File: config.mk
export PLATFORM = sky130hd
export DESIGN_NAME = mc_controller
export DESIGN_NICKNAME = d
export VERILOG_FILES = /design/src/rtl/mips_pkg.sv /design/src/rtl/mc_aludec.sv /design/src/rtl/mc_controller.sv
export SDC_FILE = /design/constraint.sdc
export NUM_CORES = 1
export LEC_CHECK = 0
export ABC_AREA = 0
export BUFFER_PORTS_ARGS = -buffer_cell sky130_fd_sc_hd__buf_2
export CAP_MARGIN = 30
export CORE_UTILIZATION = 41
export CTS_BUF_LIST = sky130_fd_sc_hd__clkbuf_4
export CTS_CLUSTER_SIZE = 14
export DETAILED_ROUTE_END_ITERATION = 6
export PLACE_DENSITY = 0.78
export SYNTH_ARGS = -nofsm -noshare
export SYNTH_HDL_FRONTEND = slang
export SYNTH_SLANG_ARGS = --single-unit
File: constraint.sdc
create_clock -name clk -period 1.6 [get_ports clk]
set_clock_uncertainty 0.15 [all_clocks]
set_input_delay 0.32 -clock clk [delete_from_list [all_inputs] [get_ports clk]]
set_output_delay 0.32 -clock clk [all_outputs]
set_load 0.03 [all_outputs]
File: src/rtl/mips_pkg.sv
// Shared encodings for the multicycle MIPS control path: opcodes, funct codes,
// FSM states, ALU-op classes and ALU control values.
package mips_pkg;

    localparam logic [5:0] OP_RTYPE = 6'b000000;
    localparam logic [5:0] OP_J     = 6'b000010;
    localparam logic [5:0] OP_BEQ   = 6'b000100;
    localparam logic [5:0] OP_BNE   = 6'b000101;
    localparam logic [5:0] OP_ADDI  = 6'b001000;
    localparam logic [5:0] OP_ANDI  = 6'b001100;
    localparam logic [5:0] OP_ORI   = 6'b001101;
    localparam logic [5:0] OP_LW    = 6'b100011;
    localparam logic [5:0] OP_SW    = 6'b101011;

    localparam logic [5:0] FUNCT_ADD = 6'b100000;
    localparam logic [5:0] FUNCT_SUB = 6'b100010;
    localparam logic [5:0] FUNCT_AND = 6'b100100;
    localparam logic [5:0] FUNCT_OR  = 6'b100101;
    localparam logic [5:0] FUNCT_SLT = 6'b101010;

    localparam logic [2:0] ALU_AND = 3'b000;
    localparam logic [2:0] ALU_OR  = 3'b001;
    localparam logic [2:0] ALU_ADD = 3'b010;
    localparam logic [2:0] ALU_SUB = 3'b110;
    localparam logic [2:0] ALU_SLT = 3'b111;

    typedef enum logic [3:0] {
        FETCH   = 4'd0,
        DECODE  = 4'd1,
        MEMADR  = 4'd2,
        MEMRD   = 4'd3,
        MEMWB   = 4'd4,
        MEMWR   = 4'd5,
        RTYPEEX = 4'd6,
        RTYPEWB = 4'd7,
        BEQEX   = 4'd8,
        ADDIEX  = 4'd9,
        IMMWB   = 4'd10,
        JEX     = 4'd11,
        BNEEX   = 4'd12,
        LOGIEX  = 4'd13
    } state_t;

    typedef enum logic [1:0] {
        ALUOP_ADD   = 2'b00,
        ALUOP_SUB   = 2'b01,
        ALUOP_FUNCT = 2'b10,
        ALUOP_IMM   = 2'b11
    } aluop_t;

endpackage

File: src/rtl/mc_aludec.sv
// ALU decoder: maps the FSM's ALU-op class plus opcode/funct fields onto
// the 3-bit ALU control code.
module mc_aludec
    import mips_pkg::*;
(
    input  logic [1:0] aluop,
    input  logic [5:0] op,
    input  logic [5:0] funct,
    output logic [2:0] alucontrol
);

    always_comb begin
        alucontrol = ALU_ADD;
        case (aluop_t'(aluop))
            ALUOP_ADD: alucontrol = ALU_ADD;
            ALUOP_SUB: alucontrol = ALU_SUB;
            ALUOP_FUNCT: begin
                case (funct)
                    FUNCT_ADD: alucontrol = ALU_ADD;
                    FUNCT_SUB: alucontrol = ALU_SUB;
                    FUNCT_AND: alucontrol = ALU_AND;
                    FUNCT_OR:  alucontrol = ALU_OR;
                    FUNCT_SLT: alucontrol = ALU_SLT;
                    default:   alucontrol = ALU_ADD;
                endcase
            end
            ALUOP_IMM: begin
                // Only andi/ori reach the immediate-logic class.
                case (op)
                    OP_ANDI: alucontrol = ALU_AND;
                    OP_ORI:  alucontrol = ALU_OR;
                    default: alucontrol = ALU_ADD;
                endcase
            end
            default: alucontrol = ALU_ADD;
        endcase
    end

endmodule

File: src/rtl/mc_controller.sv
// Multicycle MIPS control unit: Moore FSM sequencing fetch, decode, execute,
// memory and writeback over a shared ALU and a single wait-stated memory port.
module mc_controller
    import mips_pkg::*;
#(
    parameter logic HAS_BNE       = 1'b1,
    parameter logic HAS_IMM_LOGIC = 1'b1,
    parameter logic HAS_MEMREADY  = 1'b1
) (
    input  logic       clk,
    input  logic       reset,
    input  logic [5:0] op,
    input  logic [5:0] funct,
    input  logic       zero,
    input  logic       memready,
    output logic       pcen,
    output logic       irwrite,
    output logic       memwrite,
    output logic       iord,
    output logic       alusrca,
    output logic [1:0] alusrcb,
    output logic [1:0] pcsrc,
    output logic       regdst,
    output logic       memtoreg,
    output logic       regwrite,
    output logic       zeroext,
    output logic [2:0] alucontrol,
    output logic       illegal_op,
    output logic [3:0] state
);

    state_t state_q;
    state_t state_d;
    aluop_t aluop;
    logic   ready;
    logic   pcwrite;
    logic   beq_st;
    logic   bne_st;

    assign ready = HAS_MEMREADY ? memready : 1'b1;
    assign state = state_q;

    // NOTE: sequential state uses non-blocking assignment so every flop
    // samples the pre-edge value of state_d regardless of process ordering.
    always_ff @(posedge clk or posedge reset) begin
        if (reset) state_q <= FETCH;
        else       state_q <= state_d;
    end

    // NOTE: every output and state_d gets a default before the case so no
    // path through the decode leaves a signal unassigned (no inferred latch).
    always_comb begin
        state_d    = state_q;
        aluop      = ALUOP_ADD;
        pcwrite    = 1'b0;
        beq_st     = 1'b0;
        bne_st     = 1'b0;
        irwrite    = 1'b0;
        memwrite   = 1'b0;
        iord       = 1'b0;
        alusrca    = 1'b0;
        alusrcb    = 2'b00;
        pcsrc      = 2'b00;
        regdst     = 1'b0;
        memtoreg   = 1'b0;
        regwrite   = 1'b0;
        zeroext    = 1'b0;
        illegal_op = 1'b0;

        case (state_q)
            FETCH: begin
                alusrcb = 2'b01;
                if (ready) begin
                    irwrite = 1'b1;
                    pcwrite = 1'b1;
                    state_d = DECODE;
                end
            end
            DECODE: begin
                alusrcb = 2'b11;
                case (op)
                    OP_LW, OP_SW: state_d = MEMADR;
                    OP_RTYPE:     state_d = RTYPEEX;
                    OP_BEQ:       state_d = BEQEX;
                    OP_ADDI:      state_d = ADDIEX;
                    OP_J:         state_d = JEX;
                    OP_BNE: begin
                        if (HAS_BNE) begin
                            state_d = BNEEX;
                        end else begin
                            illegal_op = 1'b1;
                            state_d    = FETCH;
                        end
                    end
                    OP_ANDI, OP_ORI: begin
                        if (HAS_IMM_LOGIC) begin
                            state_d = LOGIEX;
                        end else begin
                            illegal_op = 1'b1;
                            state_d    = FETCH;
                        end
                    end
                    default: begin
                        illegal_op = 1'b1;
                        state_d    = FETCH;
                    end
                endcase
            end
            MEMADR: begin
                alusrca = 1'b1;
                alusrcb = 2'b10;
                state_d = (op == OP_LW) ? MEMRD : MEMWR;
            end
            MEMRD: begin
                iord = 1'b1;
                if (ready) state_d = MEMWB;
            end
            MEMWB: begin
                memtoreg = 1'b1;
                regwrite = 1'b1;
                state_d  = FETCH;
            end
            MEMWR: begin
                // The write strobe is held across the wait so the memory sees
                // a stable request until it acknowledges.
                iord     = 1'b1;
                memwrite = 1'b1;
                if (ready) state_d = FETCH;
            end
            RTYPEEX: begin
                alusrca = 1'b1;
                aluop   = ALUOP_FUNCT;
                state_d = RTYPEWB;
            end
            RTYPEWB: begin
                regdst   = 1'b1;
                regwrite = 1'b1;
                state_d  = FETCH;
            end
            BEQEX: begin
                alusrca = 1'b1;
                aluop   = ALUOP_SUB;
                pcsrc   = 2'b01;
                beq_st  = 1'b1;
                state_d = FETCH;
            end
            BNEEX: begin
                alusrca = 1'b1;
                aluop   = ALUOP_SUB;
                pcsrc   = 2'b01;
                bne_st  = 1'b1;
                state_d = FETCH;
            end
            ADDIEX: begin
                alusrca = 1'b1;
                alusrcb = 2'b10;
                state_d = IMMWB;
            end
            LOGIEX: begin
                alusrca = 1'b1;
                alusrcb = 2'b10;
                aluop   = ALUOP_IMM;
                zeroext = 1'b1;
                state_d = IMMWB;
            end
            IMMWB: begin
                regwrite = 1'b1;
                state_d  = FETCH;
            end
            JEX: begin
                pcsrc   = 2'b10;
                pcwrite = 1'b1;
                state_d = FETCH;
            end
            default: state_d = FETCH;
        endcase
    end

    assign pcen = pcwrite | (beq_st & zero) | (bne_st & ~zero);

    mc_aludec u_aludec (
        .aluop      (aluop),
        .op         (op),
        .funct      (funct),
        .alucontrol (alucontrol)
    );

endmodule
==> flow_summary.json, run 1 <==
{
  "syn_area_sq_um": 663,
  "synth_top_cell_area_share_pct": 15.1,
  "synth_nets": 113,
  "place_hpwl_microns": 1830,
  "postCtsSetupBuffers": 8,
  "root_buffer": "clkbuf_4",
  "yosysSeqAreaShare_pct": 15.1,
  "clockBufferDepth": 2,
  "ios": 37,
  "numPortBuffers": 36,
  "h-tree-depth": 1,
  "cts_resized": 58,
  "rows": 14,
  "synth_area_per_cell_sq_um": 6.84,
  "cts_sinks": 4,
  "synth_top_cell_by_area": "dfrtp_1",
  "synth.distinct_cells": 33,
  "status": "aborted with a tool error",
  "numCtsBuffers": 3,
  "start_util_pct": 44.0,
  "stop_stage": "clock tree synthesis (4_1_cts)",
  "synth_seq_cells": 4,
  "gp_congestion": 0.785,
  "synth_cells": 97,
  "hold_buffers": 1,
  "yosysWarningCount": 0,
  "error_line": "[ERROR DPL-0033] detailed placement checks failed during check placement.",
  "die_h_microns": 42.2,
  "die_w_microns": 42.2,
  "ys_top_cells_by_area": "dfrtp_1 (15%), nand2b_1 (10%), a21oi_1 (6.8%), nor3_1 (6.0%), nor2_1 (5.1%)"
}
## synth_stat cells
master,n
nand3b_1,1
buf_4,1
xnor2_1,1
inv_1,4
nor3_1,8
nand2_1,8
o32ai_1,1
nand3_1,2
nor2b_1,2
a32oi_1,2
nand2b_1,11
inv_2,1
a21bo_2,1
or2_2,1
o22ai_1,3
o2111ai_1,1
nor2_1,9
nor4_2,1
and3b_1,1
nor3b_1,1
a21o_1,2
or3_1,1
buf_2,2
mux2i_1,2
and3_1,3
nor4b_1,2
nand4bb_1,1
o21bai_1,2
buf_6,3
a21oi_1,9
o21ai_0,5
o221ai_1,1
dfrtp_1,4
## through the flow
stage / hold slack (ps) / instance area, sq um / TNS [ps] / cells / worst slack [ps]
floorplan: -63.9 / 820 / -1720 / 97 / -256
global placement: 45.8 / 1160 / -1210 / 170 / -177
detailed placement: 57.2 / 1160 / -1580 / 170 / -221
## cells by family after synthesis
logic type / share of synthesized area (%)
mux: 3.02
compound gates: 26.0
buf+inv: 10.6
simple gates: 44.0
flops: 15.1
xor+xnor: 1.32
==> run 2, diff against run 1 <==
CORE_AREA = 2 2 63 65   (was default)
CORE_UTILIZATION = default   (was 41)
CTS_BUF_LIST = default   (was sky130_fd_sc_hd__clkbuf_4)
CTS_CLUSTER_SIZE = default   (was 14)
DIE_AREA = 0 0 65 67   (was default)
PLACE_DENSITY = default   (was 0.78)
PLACE_DENSITY_LB_ADDON = 0.15   (was default)
clock period = 2.1 ns   (was 1.6 ns; I/O delays follow)
==> run 2 against run 1 <==
The flow now finishes without violations. Synthesized area unchanged. Synthesized cell count unchanged.
==> flow_summary.json, run 2 <==
{
  "syn_area_sq_um": 663,
  "synth_area_per_cell_sq_um": 6.84,
  "synth_xor_area_share_pct": 1.32,
  "internal_power_uw": 412,
  "viasPerCell": 4.52,
  "yosysWarningCount": 0,
  "final_cells": 191,
  "fin_hold_ws_ps": 377,
  "synthTopCellsByCount": "nand2b_1 (11), a21oi_1 (9), nor2_1 (9)",
  "synth_compound_area_share_pct": 26.0,
  "nets": 160,
  "rsz0062_at_grt": "yes",
  "wl_per_cell_microns": 12.1,
  "nFillCells": 410,
  "combinationalPowerShare_pct": 63.7,
  "rows": 22,
  "synth_nets": 113,
  "yosysSeqAreaShare_pct": 15.1,
  "crit_end": "alucontrol[0]",
  "ios": 37,
  "drive_gt1_share_pct": 46.2,
  "numCtsBuffers": 3,
  "start_kind": "flop",
  "ys_top_cells_by_area": "dfrtp_1 (15%), nand2b_1 (10%), a21oi_1 (6.8%), nor3_1 (6.0%), nor2_1 (5.1%)",
  "path_clk_slew_ps": 30,
  "die_h_microns": 67,
  "worstSetupStartpoint": "state[0]",
  "p_per_area_nw_per_um2": 702,
  "clkLatencyLatePin_ps": 220,
  "grt_overflow": 0,
  "maxSlewViolCount": 0,
  "layout.cells.most_common": "buf_2",
  "mostFrequentLayoutCells": "buf_2 (31), buf_4 (11), nand2b_1 (10)",
  "worstRegToRegCells": 5,
  "vdd_ir_drop_max_v": 0.000230,
  "power_leakage_nw": 0.498,
  "p_sw_uw": 351,
  "p_sw_share_pct": 46.0,
  "period_needed_ps": 2050,
  "synth_seq_cells": 4,
  "cap_violations": 0,
  "yosys-mux-area-fraction_pct": 3.02,
  "cts_sinks": 4,
  "synth-simple-area-share_pct": 44.0,
  "critPathMaxFanout": 2,
  "cts_tree": "yes",
  "finalSetupViolCount": 0,
  "synth_top_cell_by_area": "dfrtp_1",
  "gp_congestion": 0.816,
  "synth.distinct_cells": 33,
  "maxSlewHeadroom_pct": 75.8,
  "fmax_ghz": 0.487,
  "post-route-period-util_pct": 97.8,
  "synth_top_family_by_area": "simple AND/OR/NAND/NOR gates",
  "async_flop_share_pct": 100,
  "power_frac_seq_pct": 13.6,
  "design.core.area_sq_um": 3610,
  "finalPower_uw": 762,
  "first_global_vias": 866,
  "first_iter_violations": 16,
  "synth_top_cell_area_share_pct": 15.1,
  "clkPwrFrac_pct": 22.7,
  "routed_wirelength_microns": 2320,
  "tightest_slew_ps": 358,
  "syn_to_final_growth_pct": 63.8,
  "timing.rr.start": "state[2]",
  "reg2reg_slack_ps": 480,
  "seq_area_sq_um": 103,
  "required_ps": 1530,
  "synth_fa_ha_area_share_pct": 0,
  "dp.cells": 185,
  "grt_usage_pct": 11.8,
  "drcViolationCount": 0,
  "grt_pass1_wl_microns": 4040,
  "synth_most_common_cell": "nand2b_1",
  "die_area_sq_um": 4360,
  "clockBufferDepth": 2,
  "start_util_pct": 18.4,
  "die_w_microns": 65,
  "worst_r2r_endpoint": "state[1]",
  "grt_start_max_net_pins": 20,
  "status": "complete, no violations",
  "drtPass1Iterations": 4,
  "ant_nets": 0,
  "antenna_cells": 0,
  "worstSetupPathType": "reg2out",
  "root_buffer": "clkbuf_8",
  "hold_class": "in2reg",
  "synth_cells": 97,
  "largest_reg_flops": 4,
  "hold_violations": 0,
  "ys.flop_type": "dfrtp_1",
  "grt_antenna_before_repair": 0,
  "place_hpwl_microns": 1890,
  "h-tree-depth": 1,
  "synth_edf_count": 0,
  "vias": 863,
  "crit_arrival_ps": 1480,
  "multiInputGateArea_sq_um": 563,
  "worst_setup_path_end_kind": "output port",
  "numPortBuffers": 36
}
## run 2: cell counts after synthesis
No cell type changed its count.
## run 2: kinds of logic after synthesis
group / count (synthesis)
muxes: 2
xor gates and xnor gates: 1
buffers and inverters: 11
DFF: 4
AOI/OAI and AO/OA: 27
and+or+nand+nor: 52
## run 2: metrics by stage
stage / instance area [sq um] / setup TNS [ps] / worst slack, ps / util [%]
after CTS: 1050 / 0 / 11.6 / 29.2
after detailed placement: 955 / 0 / 102 / 26.5
final: 1090 / 0 / 45.7 / 30.1
after global placement: 955 / 0 / 102 / 26.5
after floorplan: 691 / -231 / -122 / -
after global routing: 1090 / -281 / -99.2 / 30.1
## run 2: area by class of cell
cell class	instances	share of cell area (%)
Multi-Input combinational cell	82	51.8
Timing Repair Buffer	48	27.3
Sequential cell	4	9.45
Tap cell	48	5.53
Clock buffer	4	4.15
Inverter	5	1.73
## run 2: power groups by stage
stage	Clock [mW]	Sequential, mW	Combinational, mW
floorplan	0	0.123	0.295
global placement	0	0.102	0.450
detailed placement	0	0.101	0.453
CTS	0.177	0.104	0.474
global route	0.186	0.106	0.530
finish	0.173	0.104	0.486
## run 2: worst max-delay path, cell delays in order (launching register included)
cell and delay [ps]:
dfrtp_1 380, nand4bb_4 260, nor4_4 300, a32oi_1 80, o21ai_1 80, buf_4 170
## run 2: metal layers
metal | vias to the layer above | track usage (%) | wire length (microns)
li1 | 444 | - | -
met1 | 389 | 15.4 | 1080
met2 | 28 | 18.7 | 1110
met3 | 2 | 2.03 | 118
met4 | 0 | 5.59 | 9
met5 | - | 0 | 0
## run 2: worst min-delay path by stage
| stage | from | to | cells past startpoint |
|---|---|---|---|
| 2_1_floorplan | reset | state[0] | 1 |
| 3_3_place_gp | reset | state[1] | 2 |
| 3_5_place_dp | reset | state[0] | 2 |
| 4_1_cts | memready | state[2] | 2 |
| 5_1_grt | memready | state[2] | 2 |
| 6_report | memready | state[2] | 2 |
## run 2: timing repair
action | 4_1_cts | 5_1_grt
buffers inserted | 0 | 1
hold buffers | 1 | 0
pin swaps | 0 | 1
hold endpoints to repair | 4 | 0
setup endpoints to repair | 6 | 6
gates cloned | 0 | 0
gates resized for setup | 8 | 9
(Power assumes the default switching activity.)
